===== config.mk =====
export PLATFORM = sky130hd
export DESIGN_NAME = iir_coeff_bank
export DESIGN_NICKNAME = d
export VERILOG_FILES = /design/src/rtl/iir_pkg.sv /design/src/rtl/iir_coeff_commit_fsm.sv /design/src/rtl/iir_coeff_bank.sv
export SDC_FILE = /design/constraint.sdc
export NUM_CORES = 2
export LEC_CHECK = 0
export BUFFER_PORTS_ARGS = -buffer_cell sky130_fd_sc_hd__buf_2
export CORE_ASPECT_RATIO = 1.2
export CORE_UTILIZATION = 56
export DETAILED_ROUTE_END_ITERATION = 10
export GPL_TIMING_DRIVEN = 0
export HOLD_SLACK_MARGIN = 0.15
export PLACE_DENSITY = 0.73
export SYNTH_ARGS = -nofsm -noshare
export SYNTH_HDL_FRONTEND = slang
export SYNTH_SLANG_ARGS = --single-unit

===== constraint.sdc =====
create_clock -name clk -period 2.4 [get_ports clk]
set_input_delay 0.24 -clock clk [delete_from_list [all_inputs] [get_ports clk]]
set_output_delay 0.24 -clock clk [all_outputs]
set_load 0.05 [all_outputs]

===== src/rtl/iir_pkg.sv =====
// +----------------------------------------------------------------------------+
// | Module : iir_pkg                                                           |
// | Brief  : Shared constants, commit-FSM state type and passthrough helper    |
// |          for the IIR biquad coefficient store.                             |
// | Rev    : 1.0                                                               |
// +----------------------------------------------------------------------------+
`default_nettype none

package iir_pkg;

    localparam int COEFS_PER_SOS = 5;

    localparam int K_B0 = 0;
    localparam int K_B1 = 1;
    localparam int K_B2 = 2;
    localparam int K_A1 = 3;
    localparam int K_A2 = 4;

    typedef enum logic [0:0] {
        ST_IDLE    = 1'b0,
        ST_PENDING = 1'b1
    } commit_state_t;

    // Unity gain in Q(coef_w-frac_w).frac_w, masked to coef_w bits.
    function automatic logic [63:0] passthrough_word(input int coef_w, input int frac_w);
        logic [63:0] w;
        w = 64'd1 << frac_w;
        if (coef_w < 64) begin
            w = w & ((64'd1 << coef_w) - 64'd1);
        end
        return w;
    endfunction

endpackage

`default_nettype wire


===== src/rtl/iir_coeff_commit_fsm.sv =====
// +----------------------------------------------------------------------------+
// | Module : iir_coeff_commit_fsm                                              |
// | Brief  : IDLE/PENDING control for the shadow-to-active bank transfer.      |
// | Rev    : 1.0                                                               |
// +----------------------------------------------------------------------------+
`default_nettype none

module iir_coeff_commit_fsm
    import iir_pkg::*;
(
    input  logic clk,
    input  logic rst_n,
    input  logic commit,
    input  logic frame_start,
    output logic busy,
    output logic commit_done,
    output logic copy_en
);

    commit_state_t r_state;
    commit_state_t w_state_nxt;
    logic          r_commit_done;
    logic          w_copy_en;

    always_ff @(posedge clk or negedge rst_n) begin
        if (!rst_n) begin
            r_state       <= ST_IDLE;
            r_commit_done <= 1'b0;
        end else begin
            r_state       <= w_state_nxt;
            r_commit_done <= w_copy_en;
        end
    end

    // commit together with frame_start in IDLE copies at once, skipping PENDING.
    always_comb begin
        w_state_nxt = r_state;
        w_copy_en   = 1'b0;
        case (r_state)
            ST_IDLE: begin
                if (commit) begin
                    if (frame_start) begin
                        w_copy_en = 1'b1;
                    end else begin
                        w_state_nxt = ST_PENDING;
                    end
                end
            end
            ST_PENDING: begin
                if (frame_start) begin
                    w_copy_en   = 1'b1;
                    w_state_nxt = ST_IDLE;
                end
            end
            default: w_state_nxt = ST_IDLE;
        endcase
    end

    assign busy        = (r_state == ST_PENDING);
    assign commit_done = r_commit_done;
    assign copy_en     = w_copy_en;

endmodule

`default_nettype wire


===== src/rtl/iir_coeff_bank.sv =====
// +----------------------------------------------------------------------------+
// | Module : iir_coeff_bank                                                    |
// | Brief  : Shadow/active biquad coefficient banks with frame-aligned commit. |
// |          IIR_COEFF_READBACK_EN adds a registered shadow readback port.     |
// | Rev    : 1.0                                                               |
// +----------------------------------------------------------------------------+
`default_nettype none

module iir_coeff_bank
    import iir_pkg::*;
#(
    parameter  int COEF_W = 24,
    parameter  int FRAC_W = 22,
    parameter  int N_SOS  = 4,
    localparam int ADDR_W = $clog2(COEFS_PER_SOS * N_SOS),
    localparam int IDX_W  = (N_SOS > 1) ? $clog2(N_SOS) : 1
) (
    input  logic              clk,
    input  logic              rst_n,
    input  logic              wr_valid,
    output logic              wr_ready,
    input  logic [ADDR_W-1:0] wr_addr,
    input  logic [COEF_W-1:0] wr_data,
    input  logic              commit,
    input  logic              frame_start,
    output logic              busy,
    output logic              commit_done,
    output logic              wr_err,
    input  logic              err_clr,
`ifdef IIR_COEFF_READBACK_EN
    input  logic [ADDR_W-1:0] rb_addr,
    output logic [COEF_W-1:0] rb_data,
`endif
    input  logic [IDX_W-1:0]  rd_sos_idx,
    output logic [COEF_W-1:0] b0,
    output logic [COEF_W-1:0] b1,
    output logic [COEF_W-1:0] b2,
    output logic [COEF_W-1:0] a1,
    output logic [COEF_W-1:0] a2
);

    localparam int                c_NWORDS = COEFS_PER_SOS * N_SOS;
    localparam logic [COEF_W-1:0] c_PASS   = COEF_W'(passthrough_word(COEF_W, FRAC_W));

    logic [COEF_W-1:0] r_shadow     [c_NWORDS];
    logic [COEF_W-1:0] r_active     [c_NWORDS];
    logic [COEF_W-1:0] w_shadow_nxt [c_NWORDS];

    logic w_busy;
    logic w_copy_en;
    logic w_wr_acc;
    logic w_addr_ok;
    logic r_wr_err;

    logic [COEF_W-1:0] w_b0, w_b1, w_b2, w_a1, w_a2;
    logic [COEF_W-1:0] r_b0, r_b1, r_b2, r_a1, r_a2;

    iir_coeff_commit_fsm u_commit_fsm (
        .clk         (clk),
        .rst_n       (rst_n),
        .commit      (commit),
        .frame_start (frame_start),
        .busy        (w_busy),
        .commit_done (commit_done),
        .copy_en     (w_copy_en)
    );

    assign wr_ready  = !w_busy;
    assign busy      = w_busy;
    assign w_wr_acc  = wr_valid && !w_busy;
    assign w_addr_ok = (wr_addr < ADDR_W'(c_NWORDS));

    // Forwarded shadow lets a write in the bypass-commit cycle land in the copy.
    always_comb begin
        w_shadow_nxt = r_shadow;
        for (int i = 0; i < c_NWORDS; i++) begin
            if (w_wr_acc && (wr_addr == ADDR_W'(i))) begin
                w_shadow_nxt[i] = wr_data;
            end
        end
    end

    always_ff @(posedge clk or negedge rst_n) begin
        if (!rst_n) begin
            for (int i = 0; i < c_NWORDS; i++) begin
                r_shadow[i] <= ((i % COEFS_PER_SOS) == K_B0) ? c_PASS : '0;
                r_active[i] <= ((i % COEFS_PER_SOS) == K_B0) ? c_PASS : '0;
            end
        end else begin
            r_shadow <= w_shadow_nxt;
            if (w_copy_en) begin
                r_active <= w_shadow_nxt;
            end
        end
    end

    always_ff @(posedge clk or negedge rst_n) begin
        if (!rst_n) begin
            r_wr_err <= 1'b0;
        end else if (err_clr) begin
            r_wr_err <= 1'b0;
        end else if (w_wr_acc && !w_addr_ok) begin
            r_wr_err <= 1'b1;
        end
    end

    assign wr_err = r_wr_err;

    // Unmatched index (>= N_SOS) leaves all five outputs at zero.
    always_comb begin
        w_b0 = '0;
        w_b1 = '0;
        w_b2 = '0;
        w_a1 = '0;
        w_a2 = '0;
        for (int s = 0; s < N_SOS; s++) begin
            if (rd_sos_idx == IDX_W'(s)) begin
                w_b0 = r_active[s*COEFS_PER_SOS + K_B0];
                w_b1 = r_active[s*COEFS_PER_SOS + K_B1];
                w_b2 = r_active[s*COEFS_PER_SOS + K_B2];
                w_a1 = r_active[s*COEFS_PER_SOS + K_A1];
                w_a2 = r_active[s*COEFS_PER_SOS + K_A2];
            end
        end
    end

    always_ff @(posedge clk or negedge rst_n) begin
        if (!rst_n) begin
            r_b0 <= c_PASS;
            r_b1 <= '0;
            r_b2 <= '0;
            r_a1 <= '0;
            r_a2 <= '0;
        end else begin
            r_b0 <= w_b0;
            r_b1 <= w_b1;
            r_b2 <= w_b2;
            r_a1 <= w_a1;
            r_a2 <= w_a2;
        end
    end

    assign b0 = r_b0;
    assign b1 = r_b1;
    assign b2 = r_b2;
    assign a1 = r_a1;
    assign a2 = r_a2;

`ifdef IIR_COEFF_READBACK_EN
    logic [COEF_W-1:0] w_rb;
    logic [COEF_W-1:0] r_rb;

    always_comb begin
        w_rb = '0;
        for (int i = 0; i < c_NWORDS; i++) begin
            if (rb_addr == ADDR_W'(i)) begin
                w_rb = r_shadow[i];
            end
        end
    end

    always_ff @(posedge clk or negedge rst_n) begin
        if (!rst_n) begin
            r_rb <= '0;
        end else begin
            r_rb <= w_rb;
        end
    end

    assign rb_data = r_rb;
`endif

endmodule

`default_nettype wire


### Word level (Yosys, flattened, before mapping)

Index checks and enable logic that the tools add are counted.

| word-level totals | value |
|---|---|
| output and inout port bits | 124 |
| word-level logic and storage cells | 147 |
| register bits | 1083 |

| operators by class | value |
|---|---|
| bitwise operators | 1 |
| order comparisons | 1 |
| equal/unequal tests | 22 |
| multiplexer cells | 48 |
| reductions and logical operators | 27 |

Operators by type and width:

| kind | count |
|---|---|
| 2-to-1 mux 24 bit | 40 |
| equality test 5 x 4 -> 1 bit (second input constant) | 8 |
| logical AND 1 bit | 22 |
| equality test 5 x 3 -> 1 bit (second input constant) | 4 |
| equality test 5 bit (second input constant) | 4 |
| equality test 5 x 2 -> 1 bit (second input constant) | 2 |
| 2-to-1 mux 1 bit | 6 |
| equality test 5 x 1 -> 1 bit (second input constant) | 1 |
| zero test 5 bit | 1 |
| < comparator 5 bit (second input constant) | 1 |
| equality test 2 bit (second input constant) | 2 |
| one-hot mux 1 bit (2 select lines) | 2 |
| equality test 2 x 1 -> 1 bit (second input constant) | 1 |
| zero test 1 bit | 2 |
| zero test 2 bit | 1 |
| nonzero test 2 bit | 1 |
| NOT 1 bit | 1 |

### Longest topological paths before layout

| logic depth | value |
|---|---|
| word-level depth | 5 |
| depth in mapped cells | 8 |
| mapped depth without buffers | 4 |

### Modules after synthesis

From an unflattened synthesis, not the netlist that was laid out.

| unflattened totals | value |
|---|---|
| cell total of the unflattened synthesis | 4112 |
| area, all modules | 44002.2 um2 |

Modules (own cells, without submodules):

| module | sequential area each (um2) | area an instance (um2) | instances | cells each |
|---|---|---|---|---|
| iir_coeff_bank | 27062.2 | 43934.6 | 1 | 4108 |
| iir_coeff_commit_fsm | 50.0 | 67.6 | 1 | 4 |

### Worst setup path after synthesis

OpenSTA, ideal clock, no wires.

| timing path | value |
|---|---|
| path kind | reg2reg |
| start | register u_commit_fsm.r_state, in the netlist u_commit_fsm.busy |
| end | register r_shadow[346] (netlist name) |
| cell stages (with the launch flop) | 8 |
| library setup time | 0.135 ns |
| slack | 0.298 ns |
| path buffers | 4 |
| clock period less this slack | 2.102 ns |
| arrival time | 1.967 ns |
| cells stage by stage | dfrtp_1 -> buf_2 -> or4b_1 -> buf_2 -> buf_6 -> clkbuf_1 -> o21ai_0 -> o31ai_1 |

RTL lines:

| item | line | source |
|---|---|---|
| start: declaration | iir_coeff_commit_fsm.sv:20 | `commit_state_t r_state;` |
| start signal: assignment | iir_coeff_commit_fsm.sv:30 | `r_state <= w_state_nxt;` |
| end signal: indexed assignment | iir_coeff_bank.sv:86 | `r_shadow[i] <= ((i % COEFS_PER_SOS) == K_B0) ? c_PASS : '0;` |
| end signal: assignment | iir_coeff_bank.sv:90 | `r_shadow <= w_shadow_nxt;` |
| end: declaration | iir_coeff_bank.sv:45 | `logic [COEF_W-1:0] r_shadow [c_NWORDS];` |

==> flow_summary_export.csv <==
group,metric,value,unit
run_status,outcome,"finished with violations",
run_status,violations,"negative hold slack, max-capacitance violations, max-slew violations, negative setup slack",
clock_network,clock_path_buffers,3,
min_path,worst_hold_path_type,"in -> async",
yosys,postSynthCellCount,4226,
critical_path,cp-start-kind,"input port",
drt,drtIter0Drc,6214,
drt,drcViolationCount,0,
critical_path,slowest_stage,"clkbuf_1",
clock_network,htree_levels,3,
global_route,use_met1,63.28,%
power_and_ir_drop,pwr-share-clk,37.3,%
clock_network,clkLatencyLatePin,0.72,ns
run,drv_cap,6,
critical_path,path_class,"in -> reg",
drt,drt-pass1-iter-count,7,
sta,fin_ws,-0.2374,ns
sta,setup_viol,22,
sta,tightest_slew,1.664,ns
clock_network,cts.sinks,1083,
clock_network,cts.clk_slew.worst_paths,0.06,ns
critical_path,critPathMaxFanout,9,
global_route,grt_pass1_wl,276.0,mm
yosys,syn_area,44740,um^2
clock_network,cts_inserted_buffers,105,
place,portBuffers,137,
power_and_ir_drop,p_per_area,962.6,nW/um^2
drt,ant_nets,0,
cells_and_area,nFillCells,6412,
power_and_ir_drop,combPwrFrac,17.0,%
critical_path,critPathMaxStageDelay,1.13,ns
yosys,synthMostInstantiatedCell,"dfrtp_1",
cells_and_area,final_area,51550,um^2
power_and_ir_drop,ir_drop,946.9,uV
floorplanning,die_area,81040,um^2
power_and_ir_drop,intPower,34420,uW
place,dp.cells,5408,
clock_network,cts-root-buf,"clkbuf_16",
drt,routedWlPerCell,35.16,um
yosys,syn-num-nets,4263,
global_route,grt_util_met3,18.29,%
drt,vias_per_cell,7.006,
yosys,synthTopCellsByCount,"dfrtp_1, o21ai_0, nand2_1",
drt,route.vias.total,39510,
clock_network,postCtsHoldBufs,12,
yosys,ys_async_sr_fraction,100.0,%
drt,finalWirelength,198.3,mm
yosys,synth_top_area_cell,"dfrtp_1",
yosys,synth_top_area_share,60.07,%
global_route,antenna_found_initial,32,
cells_and_area,nets,4530,
yosys,synth-seq-cells,1083,
global_route,gr-usage-all-layers,49.43,%
place,place_ws,-0.9322,ns
global_route,grt-busiest-layer,"met2",
floorplanning,rows,113,
global_route,grt_max_degree,173,
power_and_ir_drop,p_sw,15200,uW
sta,finalHoldViolations,122,
critical_path,cp-end-kind,"register",
place,dpl.hpwl,142.5,mm
critical_path,crit_path_cell_trace,"clkbuf_1 -> nor2b_1 -> nand2_1 -> o21ai_0",
critical_path,critPathBufInv,1,
yosys,synth_ff_type,"dfrtp_1",
floorplanning,io_pins,161,
sta,rsz0062_at_grt,"yes",
yosys,synth_area_leaders,"dfrtp_1, mux4_2, o21ai_0, a31oi_1, nand2_1",
sta,fin_crit_sh,109.9,%
global_route,met2_usage,67.70,%
critical_path,cp.required,3.02,ns
floorplanning,die_width,260.0,um
sta,fin_hold_ws,-0.4935,ns
critical_path,cp.arrival,3.26,ns
power_and_ir_drop,p_sw_share,30.64,%
sta,layout_min_cycle_time,2.637,ns
power_and_ir_drop,seqPwrFrac,45.7,%
floorplanning,core,79180,um^2
yosys,yosysSeqAreaShare,60.59,%
floorplanning,die_y,311.6,um
sta,max_freq,379.2,MHz
power_and_ir_drop,leakage,0.02340,uW
clock_network,cts_tree,"built",
floorplanning,initial_core_util,56.51,%
yosys,synth.distinct_cells,41,
cells_and_area,post_route_cells_drive_above_1_share,16.54,%
global_route,overflow,0,
yosys,synth-edff-count,0,
sta,fin_skew,0.03143,ns
sta,drv_slew,49,
place,postPlaceCellArea,47000,um^2
cells_and_area,fin_cells,5640,
power_and_ir_drop,finalPower,49620,uW
sta,max_slew_margin,-10.95,%
yosys,yosys_warnings,0,
global_route,grt_pass1_vias,37450,
cells_and_area,area_delta_synth_final,15.21,%
cells_and_area,utilization,65.11,%
place,gp_congestion,1.065,
critical_path,crit_family,"simple AND/OR/NAND/NOR gates",
yosys,avgSynthCellArea,10.59,um^2
## path summary, 6_finish.rpt
path	startpoint	to	slack (ns)	cells past startpoint
worst max-delay path	wr_data[9]	r_shadow[225]	-0.24	4
worst min-delay path	rst_n	b0[15]	-0.49	1
worst max register to register	u_commit_fsm.busy	r_active[354]	-0.03	6
worst min register to register	r_shadow[63]	r_shadow[63]	0.48	2
max in group asynchronous	rst_n	r_shadow[211]	0.55	4
min in group clk	rd_sos_idx[0]	a2[5]	0.14	2
## timing repair
| action | 4_1_cts | 5_1_grt |
|---|---|---|
| setup buffers | 2 | 3 |
| setup endpoints to repair | 695 | 575 |
| pin swaps | 2 | 1 |
| resized for setup | 142 | 144 |
| hold endpoints to repair | 201 | 122 |
## registers in the layout (all words and copies together) (netlist names)
register                  cells
r_active                    480
r_shadow                    480
a1                           24
a2                           24
b0                           24
b1                           24
b2                           24
u_commit_fsm.busy             1
u_commit_fsm.commit_done      1
wr_err                        1
## layout by cell type (no fill, tap or decap), types with 10 or more instances in the layout
master         Yosys  final
a21oi_1          241    238
nand3_1          204    203
o21ai_1           34     70
dfrtp_1         1074   1074
mux4_2           120    120
and4b_1           14     14
o21ai_0          519    479
o31ai_1           91     80
clkbuf_1         308    189
and4bb_2          27     27
dlygate4sd3_1      0     12
buf_2             77    213
nor4bb_1          21     10
clkbuf_8           0     21
o31a_1            11     11
diode_2            0     23
nor2_1           461    461
clkbuf_4           0     29
o31ai_2            0     10
buf_4              5     18
o211ai_1          48     48
clkinv_2           0     26
nand2_1          506    505
clkbuf_2           4     97
buf_1             19     17
clkbuf_16          0    108
a31oi_1          350    348
nor2b_1           26     21
bufinv_16          0     19
or3_1             19     19
## per-stage QoR
step	hold slack (ns)	setup TNS (ns)
6_report	-0.4935	-1.413
5_1_grt	-0.4127	-0.1741
4_1_cts	-0.4419	0
3_5_place_dp	0.2839	-464.91
3_3_place_gp	0.3931	-
2_1_floorplan	-0.05559	0
## layout make-up
type | instances | area [um^2] | area share, %
flip-flops and latches | 1083 | 27110 | 52.60
multi-input cells | 2726 | 16240 | 31.51
clock buffers | 141 | 3037 | 5.891
plain buffers | 410 | 1922 | 3.728
well taps | 1035 | 1295 | 2.512
repair buffers | 164 | 1086 | 2.107
clock inverters | 55 | 787.0 | 1.527
diodes | 23 | 57.56 | 0.1117
inverters | 3 | 11.26 | 0.02185
## cells by family (layout without fill, tap and decap cells)
group / count (synthesis) / in the layout / share of synthesized area (%)
and+or+nand+nor: 1311 / 1311 / 13.24
buffers and inverters: 417 / 773 / 3.783
other: 0 / 23 / 0
muxes: 120 / 120 / 6.040
AOI/OAI and AO/OA: 1295 / 1295 / 16.34
DFF: 1083 / 1083 / 60.59
## worst register-to-register path, cell delays in order (launching register included)
cell	delay [ns]
dfrtp_1	0.37
clkbuf_4	0.24
or4b_1	0.50
buf_2	0.23
clkbuf_1	0.40
o21ai_0	0.39
a31oi_1	0.15
## power groups by stage
stage | sequential [uW] | combinational [uW] | clock (uW)
5_1_grt | 22800 | 8890 | 19100
2_1_floorplan | 23300 | 3970 | 0
6_report | 22700 | 8430 | 18500
4_1_cts | 22500 | 8120 | 18400
3_3_place_gp | 22800 | 7780 | 0
3_5_place_dp | 22800 | 7990 | 0
## per-layer routing
metal / share of wire (%) / wire, um
met1: 34 / 67750
met2: 41 / 81940
met3: 15 / 28940
met4: 9.8 / 19420
met5: 0.13 / 261
No activity file was read; power rests on OpenSTA's default activity.
